`src/rtl/id_stage_pkg.sv`:
```
// Shared instruction definitions and constants for the decode stage.
// Optional RV32M decode is controlled by macro ID_RV32M_EN (see id_decoder).
package id_stage_pkg;

    localparam int unsigned XLEN_DEF = 32;
    localparam int unsigned RA_W_DEF = 5;

    typedef enum logic [6:0] {
        OPC_LOAD     = 7'b0000011,
        OPC_MISC_MEM = 7'b0001111,
        OPC_OP_IMM   = 7'b0010011,
        OPC_AUIPC    = 7'b0010111,
        OPC_STORE    = 7'b0100011,
        OPC_OP       = 7'b0110011,
        OPC_LUI      = 7'b0110111,
        OPC_BRANCH   = 7'b1100011,
        OPC_JALR     = 7'b1100111,
        OPC_JAL      = 7'b1101111,
        OPC_SYSTEM   = 7'b1110011
    } opcode_e;

    typedef enum logic [3:0] {
        CLS_ALU_R, CLS_ALU_I, CLS_LOAD, CLS_STORE, CLS_BRANCH, CLS_JAL,
        CLS_JALR, CLS_LUI, CLS_AUIPC, CLS_SYSTEM, CLS_MULDIV
    } cls_e;

    typedef enum logic [4:0] {
        ALU_ADD, ALU_SUB, ALU_SLL, ALU_SLT, ALU_SLTU, ALU_XOR, ALU_SRL,
        ALU_SRA, ALU_OR, ALU_AND, ALU_MUL, ALU_MULH, ALU_MULHSU, ALU_MULHU,
        ALU_DIV, ALU_DIVU, ALU_REM, ALU_REMU
    } alu_op_e;

    typedef enum logic [1:0] {OCC_EMPTY, OCC_ONE, OCC_TWO} occ_e;

    // Base integer ALU op from funct3; alt selects SUB/SRA.
    function automatic alu_op_e base_alu(input logic [2:0] f3, input logic alt);
        case (f3)
            3'b000:  return alt ? ALU_SUB : ALU_ADD;
            3'b001:  return ALU_SLL;
            3'b010:  return ALU_SLT;
            3'b011:  return ALU_SLTU;
            3'b100:  return ALU_XOR;
            3'b101:  return alt ? ALU_SRA : ALU_SRL;
            3'b110:  return ALU_OR;
            default: return ALU_AND;
        endcase
    endfunction

endpackage

```
`src/rtl/id_decoder.sv`:
```
// Combinational RV32I instruction decoder (inst -> decoded fields).
// Define ID_RV32M_EN to decode RV32M; otherwise those encodings are illegal.
module id_decoder
    import id_stage_pkg::*;
#(
    parameter int unsigned XLEN = XLEN_DEF,
    parameter int unsigned RA_W = RA_W_DEF
) (
    input  logic [31:0]     inst,
    output logic [RA_W-1:0] rs1,
    output logic [RA_W-1:0] rs2,
    output logic [RA_W-1:0] rd,
    output logic            rs1_en,
    output logic            rs2_en,
    output logic            rd_we,
    output logic [XLEN-1:0] imm,
    output alu_op_e         alu_op,
    output cls_e            cls,
    output logic            illegal
);

    logic [2:0]  f3;
    logic [6:0]  f7;
    logic [31:0] imm32;

    assign f3  = inst[14:12];
    assign f7  = inst[31:25];
    assign rs1 = RA_W'(inst[19:15]);
    assign rs2 = RA_W'(inst[24:20]);
    assign rd  = RA_W'(inst[11:7]);
    assign imm = XLEN'($signed(imm32));

    always_comb begin
        imm32   = '0;
        cls     = CLS_ALU_R;
        alu_op  = ALU_ADD;
        rs1_en  = 1'b0;
        rs2_en  = 1'b0;
        rd_we   = 1'b0;
        illegal = 1'b0;
        if (inst[1:0] != 2'b11) begin
            illegal = 1'b1;
        end else begin
            case (inst[6:0])
                OPC_OP: begin
                    cls = CLS_ALU_R; rs1_en = 1'b1; rs2_en = 1'b1; rd_we = 1'b1;
                    if (f7 == 7'b0000000)
                        alu_op = base_alu(f3, 1'b0);
                    else if (f7 == 7'b0100000 && (f3 == 3'b000 || f3 == 3'b101))
                        alu_op = base_alu(f3, 1'b1);
`ifdef ID_RV32M_EN
                    else if (f7 == 7'b0000001) begin
                        cls    = CLS_MULDIV;
                        alu_op = alu_op_e'(5'(ALU_MUL) + {2'b00, f3});
                    end
`endif
                    else
                        illegal = 1'b1;
                end
                OPC_OP_IMM: begin
                    cls = CLS_ALU_I; rs1_en = 1'b1; rd_we = 1'b1;
                    imm32  = {{20{inst[31]}}, inst[31:20]};
                    alu_op = base_alu(f3, inst[30] && f3 == 3'b101);
                    if (f3 == 3'b001 && f7 != 7'b0000000)
                        illegal = 1'b1;
                    if (f3 == 3'b101 && f7 != 7'b0000000 && f7 != 7'b0100000)
                        illegal = 1'b1;
                end
                OPC_LOAD: begin
                    cls = CLS_LOAD; rs1_en = 1'b1; rd_we = 1'b1;
                    imm32 = {{20{inst[31]}}, inst[31:20]};
                    illegal = (f3 == 3'b011) || (f3[2:1] == 2'b11);
                end
                OPC_STORE: begin
                    cls = CLS_STORE; rs1_en = 1'b1; rs2_en = 1'b1;
                    imm32 = {{20{inst[31]}}, inst[31:25], inst[11:7]};
                    illegal = f3[2] || (f3 == 3'b011);
                end
                OPC_BRANCH: begin
                    cls = CLS_BRANCH; rs1_en = 1'b1; rs2_en = 1'b1; alu_op = ALU_SUB;
                    imm32 = {{20{inst[31]}}, inst[7], inst[30:25], inst[11:8], 1'b0};
                    illegal = (f3[2:1] == 2'b01);
                end
                OPC_JAL: begin
                    cls = CLS_JAL; rd_we = 1'b1;
                    imm32 = {{12{inst[31]}}, inst[19:12], inst[20], inst[30:21], 1'b0};
                end
                OPC_JALR: begin
                    cls = CLS_JALR; rs1_en = 1'b1; rd_we = 1'b1;
                    imm32 = {{20{inst[31]}}, inst[31:20]};
                    illegal = (f3 != 3'b000);
                end
                OPC_LUI: begin
                    cls = CLS_LUI; rd_we = 1'b1; imm32 = {inst[31:12], 12'h000};
                end
                OPC_AUIPC: begin
                    cls = CLS_AUIPC; rd_we = 1'b1; imm32 = {inst[31:12], 12'h000};
                end
                OPC_SYSTEM: begin
                    // ECALL/EBREAK use no operands; CSR forms read rs1 only for register variants.
                    cls = CLS_SYSTEM;
                    if (f3 == 3'b100)
                        illegal = 1'b1;
                    else if (f3 != 3'b000) begin
                        rd_we  = 1'b1;
                        rs1_en = !f3[2];
                        imm32  = {{20{inst[31]}}, inst[31:20]};
                    end
                end
                OPC_MISC_MEM: begin
                    cls = CLS_SYSTEM;
                    illegal = (f3[2:1] != 2'b00);
                end
                default: illegal = 1'b1;
            endcase
        end
        if (illegal) begin
            rs1_en = 1'b0;
            rs2_en = 1'b0;
            rd_we  = 1'b0;
        end
        if (inst[11:7] == 5'd0)
            rd_we = 1'b0;
    end

endmodule

```
`src/rtl/id_stage.sv`:
```
// Decode stage: id_decoder followed by a main/skid 2-entry output buffer.
// Define ID_RV32M_EN to enable RV32M decode.
module id_stage
    import id_stage_pkg::*;
#(
    parameter int unsigned XLEN  = XLEN_DEF,
    parameter int unsigned RA_W  = RA_W_DEF,
    parameter int unsigned CNT_W = 32
) (
    input  logic             clk,
    input  logic             rst,
    input  logic             in_valid,
    output logic             in_ready,
    input  logic [31:0]      in_inst,
    input  logic [XLEN-1:0]  in_pc,
    input  logic             flush,
    output logic             out_valid,
    input  logic             out_ready,
    output logic [XLEN-1:0]  out_pc,
    output logic [RA_W-1:0]  out_rs1,
    output logic [RA_W-1:0]  out_rs2,
    output logic [RA_W-1:0]  out_rd,
    output logic             out_rs1_en,
    output logic             out_rs2_en,
    output logic             out_rd_we,
    output logic [XLEN-1:0]  out_imm,
    output logic [4:0]       out_alu_op,
    output logic [3:0]       out_cls,
    output logic             out_illegal,
    output logic [CNT_W-1:0] dec_count
);

    typedef struct packed {
        logic [XLEN-1:0] pc;
        logic [RA_W-1:0] rs1;
        logic [RA_W-1:0] rs2;
        logic [RA_W-1:0] rd;
        logic            rs1_en;
        logic            rs2_en;
        logic            rd_we;
        logic [XLEN-1:0] imm;
        logic [4:0]      alu_op;
        logic [3:0]      cls;
        logic            illegal;
    } bundle_t;

    bundle_t    dec_b, main_q, skid_q;
    alu_op_e    dec_alu;
    cls_e       dec_cls;
    occ_e       state, state_nxt;
    logic [CNT_W-1:0] cnt_q;
    logic       accept, handoff;
    logic       load_main_dec, load_main_skid, load_skid;

    id_decoder #(.XLEN(XLEN), .RA_W(RA_W)) u_dec (
        .inst    (in_inst),
        .rs1     (dec_b.rs1),
        .rs2     (dec_b.rs2),
        .rd      (dec_b.rd),
        .rs1_en  (dec_b.rs1_en),
        .rs2_en  (dec_b.rs2_en),
        .rd_we   (dec_b.rd_we),
        .imm     (dec_b.imm),
        .alu_op  (dec_alu),
        .cls     (dec_cls),
        .illegal (dec_b.illegal)
    );

    assign dec_b.pc     = in_pc;
    assign dec_b.alu_op = dec_alu;
    assign dec_b.cls    = dec_cls;

    // Handshake flags decode only from the state register, so in_ready has no path from out_ready.
    assign out_valid = (state != OCC_EMPTY);
    assign in_ready  = (state != OCC_TWO);
    assign accept    = in_valid && in_ready && !flush;
    assign handoff   = out_valid && out_ready;

    always_comb begin
        state_nxt      = state;
        load_main_dec  = 1'b0;
        load_main_skid = 1'b0;
        load_skid      = 1'b0;
        if (flush) begin
            state_nxt = OCC_EMPTY;
        end else begin
            case (state)
                OCC_EMPTY: if (accept) begin
                    state_nxt     = OCC_ONE;
                    load_main_dec = 1'b1;
                end
                OCC_ONE: begin
                    if (accept && handoff)
                        load_main_dec = 1'b1;
                    else if (accept) begin
                        state_nxt = OCC_TWO;
                        load_skid = 1'b1;
                    end else if (handoff)
                        state_nxt = OCC_EMPTY;
                end
                OCC_TWO: if (handoff) begin
                    state_nxt      = OCC_ONE;
                    load_main_skid = 1'b1;
                end
                default: state_nxt = OCC_EMPTY;
            endcase
        end
    end

    always_ff @(posedge clk or negedge rst) begin
        if (!rst)
            state <= OCC_EMPTY;
        else
            state <= state_nxt;
    end

    always_ff @(posedge clk or negedge rst) begin
        if (!rst) begin
            main_q <= '0;
            skid_q <= '0;
            cnt_q  <= '0;
        end else begin
            if (load_main_dec)
                main_q <= dec_b;
            else if (load_main_skid)
                main_q <= skid_q;
            if (load_skid)
                skid_q <= dec_b;
            if (handoff && !flush)
                cnt_q <= cnt_q + 1'b1;
        end
    end

    assign out_pc      = main_q.pc;
    assign out_rs1     = main_q.rs1;
    assign out_rs2     = main_q.rs2;
    assign out_rd      = main_q.rd;
    assign out_rs1_en  = main_q.rs1_en;
    assign out_rs2_en  = main_q.rs2_en;
    assign out_rd_we   = main_q.rd_we;
    assign out_imm     = main_q.imm;
    assign out_alu_op  = main_q.alu_op;
    assign out_cls     = main_q.cls;
    assign out_illegal = main_q.illegal;
    assign dec_count   = cnt_q;

endmodule

```
`config.mk`:
```
export PLATFORM = sky130hd
export DESIGN_NAME = id_stage
export DESIGN_NICKNAME = d
export VERILOG_FILES = /design/src/rtl/id_stage_pkg.sv /design/src/rtl/id_decoder.sv /design/src/rtl/id_stage.sv
export SDC_FILE = /design/constraint.sdc
export NUM_CORES = 1
export LEC_CHECK = 0
export BUFFER_PORTS_ARGS = -buffer_cell sky130_fd_sc_hd__buf_2
export CAP_MARGIN = 40
export CORE_MARGIN = 1.5
export CORE_UTILIZATION = 55
export DETAILED_ROUTE_END_ITERATION = 10
export PLACE_DENSITY = 0.79
export SYNTH_ARGS = -nofsm -noshare
export SYNTH_HDL_FRONTEND = slang
export SYNTH_SLANG_ARGS = --single-unit
```
`constraint.sdc`:
```
create_clock -name clk -period 1.92 [get_ports clk]
set_input_delay 0.384 -clock clk [delete_from_list [all_inputs] [get_ports clk]]
set_output_delay 0.384 -clock clk [all_outputs]
set_load 0.01 [all_outputs]
```
# ---- Yosys cells after proc, flatten, opt, wreduce, memory -nomap -nowiden
# Index checks and enable logic that the tools add are counted.
dict set report word_totals {
  reg_bits 218
  latch_bits 0
  ramBits 0
  romBits 0
  input_bits 69
  output_inout_bits 126
  elab_cells 141
  mem_count 0
}
dict set report op_classes {
  addsub 1
  multipliers 0
  n_div 0
  order_cmp 0
  eq_ne 29
  shift 0
  mux 55
  bitwise 0
  reduce_logical 32
}
# op count
set op_table {}
lappend op_table {{$pmux 32 s6} 1}
lappend op_table {{$mux 92} 2}
lappend op_table {{$mux 32} 3}
lappend op_table {{$pmux 4 s7} 2}
lappend op_table {{$pmux 4 s9} 1}
lappend op_table {{$pmux 5 s7} 1}
lappend op_table {{$add 32x1->32 const B} 1}
lappend op_table {{$mux 1} 29}
lappend op_table {{$eq 7x6->1 const B} 4}
lappend op_table {{$eq 7x7->1 const B} 4}
lappend op_table {{$mux 5} 3}
lappend op_table {{$pmux 5 s3} 1}
lappend op_table {{$eq 7x5->1 const B} 2}
lappend op_table {{$mux 2} 6}
lappend op_table {{$logic_and 1x1->1} 10}
lappend op_table {{$eq 3x3->1 const B} 3}
lappend op_table {{$ne 3x3->1 const B} 3}
lappend op_table {{$pmux 1 s9} 1}
lappend op_table {{$reduce_or 3->1} 3}
lappend op_table {{$eq 7x2->1 const B} 1}
lappend op_table {{$eq 7x4->1 const B} 1}
lappend op_table {{$logic_not 7->1} 1}
lappend op_table {{$ne 7x6->1 const B} 1}
lappend op_table {{$reduce_bool 7->1} 1}
lappend op_table {{20 further kinds} 32}

# ---- Longest topological paths before layout
dict set report logic_depth {
  depth_word 10
  depth_mapped 7
  mapped_depth_nobuf 6
}

# ---- Modules after synthesis
# A second synthesis with hierarchy kept.
dict set report hier_totals {
  hier_cells 846
  hier_area_um2 10149.7
}
# mod instances cells_per_inst area_per_inst_um2 seq_area_each_um2
set by_module_without_submodules {}
lappend by_module_without_submodules {id_stage 1 654 8966.1 5455.2}
lappend by_module_without_submodules {id_decoder 1 192 1183.6 0.0}

# ---- Worst setup path before layout
# No wires, ideal clock.
dict set report synth_path {
  path_kind {register -> register}
  from {register cnt_q[0] (netlist: dec_count[0])}
  to {register cnt_q[16] (netlist: dec_count[16])}
  setup_ps 79
  arrival_time_ps 1704
  path_slack_ps 137
  path_stages_with_launch 7
  n_path_buf 0
  period_less_slack_ps 1783
  cell_sequence {dfrtp_1 -> ha_1 -> nand2_1 -> or3_4 -> nor4_2 -> and3_1 -> xor2_1}
}
dict set report synth_between {
  elab_chain_cells 1
}
# element line
set synth_lines {}
lappend synth_lines {{from (decl)} id_stage.sv:51} ;# logic [CNT_W-1:0] cnt_q;
lappend synth_lines {{from (signal assigned)} id_stage.sv:130} ;# cnt_q <= cnt_q + 1'b1;
lappend synth_lines {{$add 32x1->32} id_stage.sv:130}
# No other way between the ends.
# A chain may end at the register's enable or synchronous reset.

# ---- Worst setup path in the final report
dict set report layout_path {
  from {register state[1]}
  to {output out_valid}
}
dict set report layout_between {
  elab_chain_cells 1
}
# element line
set layout_lines {}
lappend layout_lines {{from (decl)} id_stage.sv:50} ;# occ_e state, state_nxt;
lappend layout_lines {{from (signal assigned)} id_stage.sv:114} ;# state <= state_nxt;
lappend layout_lines {{$reduce_bool 2->1} id_stage.sv:74} ;# assign out_valid = (state != OCC_EMPTY);
lappend layout_lines {{to (decl)} id_stage.sv:17} ;# output logic out_valid,
# No other way between the ends.

==> results.md <==
- Post-synth EDFFs: 0
- Placed wire-length estimate: between 15000 and 20000 microns
- Total via count after detailed routing: 8624
- Number of max-cap violations: 0
- Nets in the synthesized netlist: roughly 1100
- Starting utilization of the core area: 0.5660
- Cell area power density: just under 1000 nW/um^2
- Max-slew violation count: 0
- Maximum number of pins on one net before global-route repair: 59
- Library cell used as clock root buffer: sky130_fd_sc_hd__clkbuf_16
- Total congestion overflow after global routing: 0
- NumNets Final: ~1300
- Inserted Clock Buffers: 23
- Vias in the first global route: between 8000 and 9000
- I/O pin total: between 150 and 200
- Core ar.: ~17000 sq um
- CTS tree: yes
- Kind of path behind the tightest hold check: in2reg
- Maximum clock skew at final layout: 0.006538 ns
- Count of TritonRoute iterations in the first routing pass: 5
- Reg-to-reg slack, setup: approximately 0.10 ns
- Total die area: 18670 sq um
- Period minus WS final: between 1.5 and 2 ns
- Flip-flop and latch count after synthesis: around 220
- Drt drc: 0
- Routed wire length per instance: 17.04 microns
- Warnings from Yosys: 0
- Required arrival time at the worst endpoint: 1.54 ns
- Maximum clock insertion buffer count: 3
- Routability Congestion: 1.004
- Layout area overhead: 25.56%
- Unique masters post-synth: 60
- Largest area contributor in the netlist: sky130_fd_sc_hd__dfrtp_1
- Number of sinks driven by the clock tree: between 200 and 250
- End-of-flow core utilization: 0.7107
- Capturing element type of the critical path: primary output
- Number of hold violations in the final report: 0
- Reg-to-reg critical path startpoint: dec_count[0]
- Number of inserted filler cells in the final layout: 1292
- Die Width: around 140 microns
- Initial antenna violation count: 0
- Cell area after synthesis: 9824 sq um
- FP Rows: 48
- Type of element launching the critical path: flop
- Total Routed Length: between 20000 and 30000 microns
- Most frequent standard cell in the layout excluding fill and tap cells: sky130_fd_sc_hd__nand2_1
- Maximum clock frequency: 543.1 MHz
- Endpoints failing setup: 0
- Worst Path Max Fanout: 6
- Avg Synthesized Cell Area: 9.492 sq um
- P_leak: 6.201 nW
- First element of the critical path: state[1]
- Seq/Total Area, Yosys: 0.5502
- Die Y: 136.7 microns
- HP Start: in_pc[14]
- Most used flip-flop cell after synthesis: sky130_fd_sc_hd__dfrtp_1
- Share of async-settable or async-resettable flops after synthesis: 1.000
- Diodes inserted: 0
- Crit path DAT: between 1 and 1.5 ns
- Area taken by multi-input logic gates: between 4000 and 5000 sq um
- Post-route ant nets: 0
- Worst Path Class, Setup: reg2out
- Most frequent cells in the layout: sky130_fd_sc_hd__nand2_1, sky130_fd_sc_hd__dfrtp_1, sky130_fd_sc_hd__buf_2, sky130_fd_sc_hd__a22oi_1, sky130_fd_sc_hd__buf_4
- VDD IR max: slightly below 0.0008 V
- Result of the run: complete, no violations
- Layout cells sized above 1: 0.2557
- Global-route wire length before repair: just over 40000 microns
- GRT Total Usage: 0.2736
- H-tree depth reported by CTS: 1
- Hold Worst Slack: slightly below 0.09 ns
- Cell types occupying the most area after synthesis: sky130_fd_sc_hd__dfrtp_1, sky130_fd_sc_hd__nand2_1, sky130_fd_sc_hd__a22oi_1
- Cell count after synthesis: just over 1000
- Period utilisation layout: 0.9591
- Average vias per placed instance: 5.734
- Yosys top cell area share: 0.5502
- Number of violations reported at the end of detailed-routing iteration 0: 611
- Count of input and output buffers: 193
- Clock transition at the register clock pins on the worst setup and hold paths after CTS: around 0.060 ns
- Later-pin clock latency in the skew report: 0.50 ns
- Sequential cell area in the final layout: between 5000 and 6000 sq um
## state kept, by name (all words and copies together) (netlist names)
| name | cells |
|---|---|
| skid_q | 91 |
| dec_count | 32 |
| out_imm | 32 |
| out_pc | 32 |
| out_rd | 5 |
| out_rs1 | 5 |
| out_rs2 | 5 |
| out_alu_op | 4 |
| out_cls | 4 |
| state | 2 |
| out_illegal | 1 |
| out_rd_we | 1 |
| out_rs1_en | 1 |
| out_rs2_en | 1 |
## timing repair
item	4_1_cts	5_1_grt
hold buffers	1	0
gates resized for setup	0	3
hold endpoints to repair	31	0
buffers inserted	0	4
setup endpoints to repair	0	16
## per-stage QoR
| step | power [mW] | cell area (sq um) | TNS (ns) | cells | setup slack [ns] |
|---|---|---|---|---|---|
| 2_1_floorplan | 6.730 | 9824 | 0 | 1035 | 0.1369 |
| 3_3_place_gp | 7.555 | 11520 | 0 | 1458 | 0.05259 |
| 3_5_place_dp | 7.640 | 11520 | -0.02466 | 1458 | -0.02466 |
| 4_1_cts | 12.02 | 12280 | 0 | 1500 | 0.01440 |
| 5_1_grt | 12.53 | 12340 | -0.005758 | 1504 | -0.005758 |
| 6_report | 11.93 | 12340 | 0 | 1504 | 0.07855 |
## logic make-up after synthesis
family | Yosys count | share of synthesized area
AND/OR/NAND/NOR | 472 | 0.2129
AO/OA/AOI/OAI | 220 | 0.1537
flip-flops | 216 | 0.5502
buffers and inverters | 73 | 0.03209
XOR/XNOR | 35 | 0.03120
multiplexers | 17 | 0.01821
adder cells (fa/ha/maj) | 1 | 0.001273
other | 1 | 0.0003817
## final timing paths
kind / to / cells past startpoint
setup / recovery: out_valid / 4
hold / removal: skid_q[74] / 3
setup reg to reg: dec_count[16] / 6
hold reg to reg: dec_count[31] / 1
max in group asynchronous: skid_q[57] / 3
min in group asynchronous: dec_count[14] / 2
## synthesized netlist by cell type, types with 11 or more instances
library cell               count
sky130_fd_sc_hd__nand2_1     303
sky130_fd_sc_hd__dfrtp_1     216
sky130_fd_sc_hd__a22oi_1      62
sky130_fd_sc_hd__nor2_1       55
sky130_fd_sc_hd__nand3_1      40
sky130_fd_sc_hd__o21ai_0      32
sky130_fd_sc_hd__a31oi_1      30
sky130_fd_sc_hd__buf_2        30
sky130_fd_sc_hd__clkbuf_1     29
sky130_fd_sc_hd__xnor2_1      24
sky130_fd_sc_hd__a21oi_1      19
sky130_fd_sc_hd__a211oi_1     17
sky130_fd_sc_hd__nor2b_1      16
sky130_fd_sc_hd__a21o_1       13
sky130_fd_sc_hd__xor2_1       11
## worst max-delay path, cell delays in order (launching register included)
cell                      delay, ns
sky130_fd_sc_hd__dfrtp_1       0.44
sky130_fd_sc_hd__nor2_2        0.21
sky130_fd_sc_hd__buf_4         0.15
sky130_fd_sc_hd__inv_1         0.03
sky130_fd_sc_hd__buf_2         0.12
## layout make-up
cell class | instances | area share
timing repair buffer | 266 | 0.1389
inverter | 10 | 0.003043
tap | 225 | 0.02282
clock buffer | 36 | 0.05629
clock inverter | 5 | 0.004564
sequential | 216 | 0.4382
multi-input combinational | 746 | 0.3362
## metal layers
layer | GRT usage | vias up | part of all wire
li1 | - | 4049 | -
met1 | 0.3870 | 4180 | 0.43
met2 | 0.4344 | 343 | 0.48
met3 | 0.04111 | 52 | 0.071
met4 | 0.08924 | 0 | 0.026
met5 | 0 | - | 0
## report_power, final
part,internal (mW),switching [mW]
Clock,2.61,1.75
Sequential,5.27,0.425
Combinational,0.805,1.07
No activity file was read; power rests on OpenSTA's default activity.
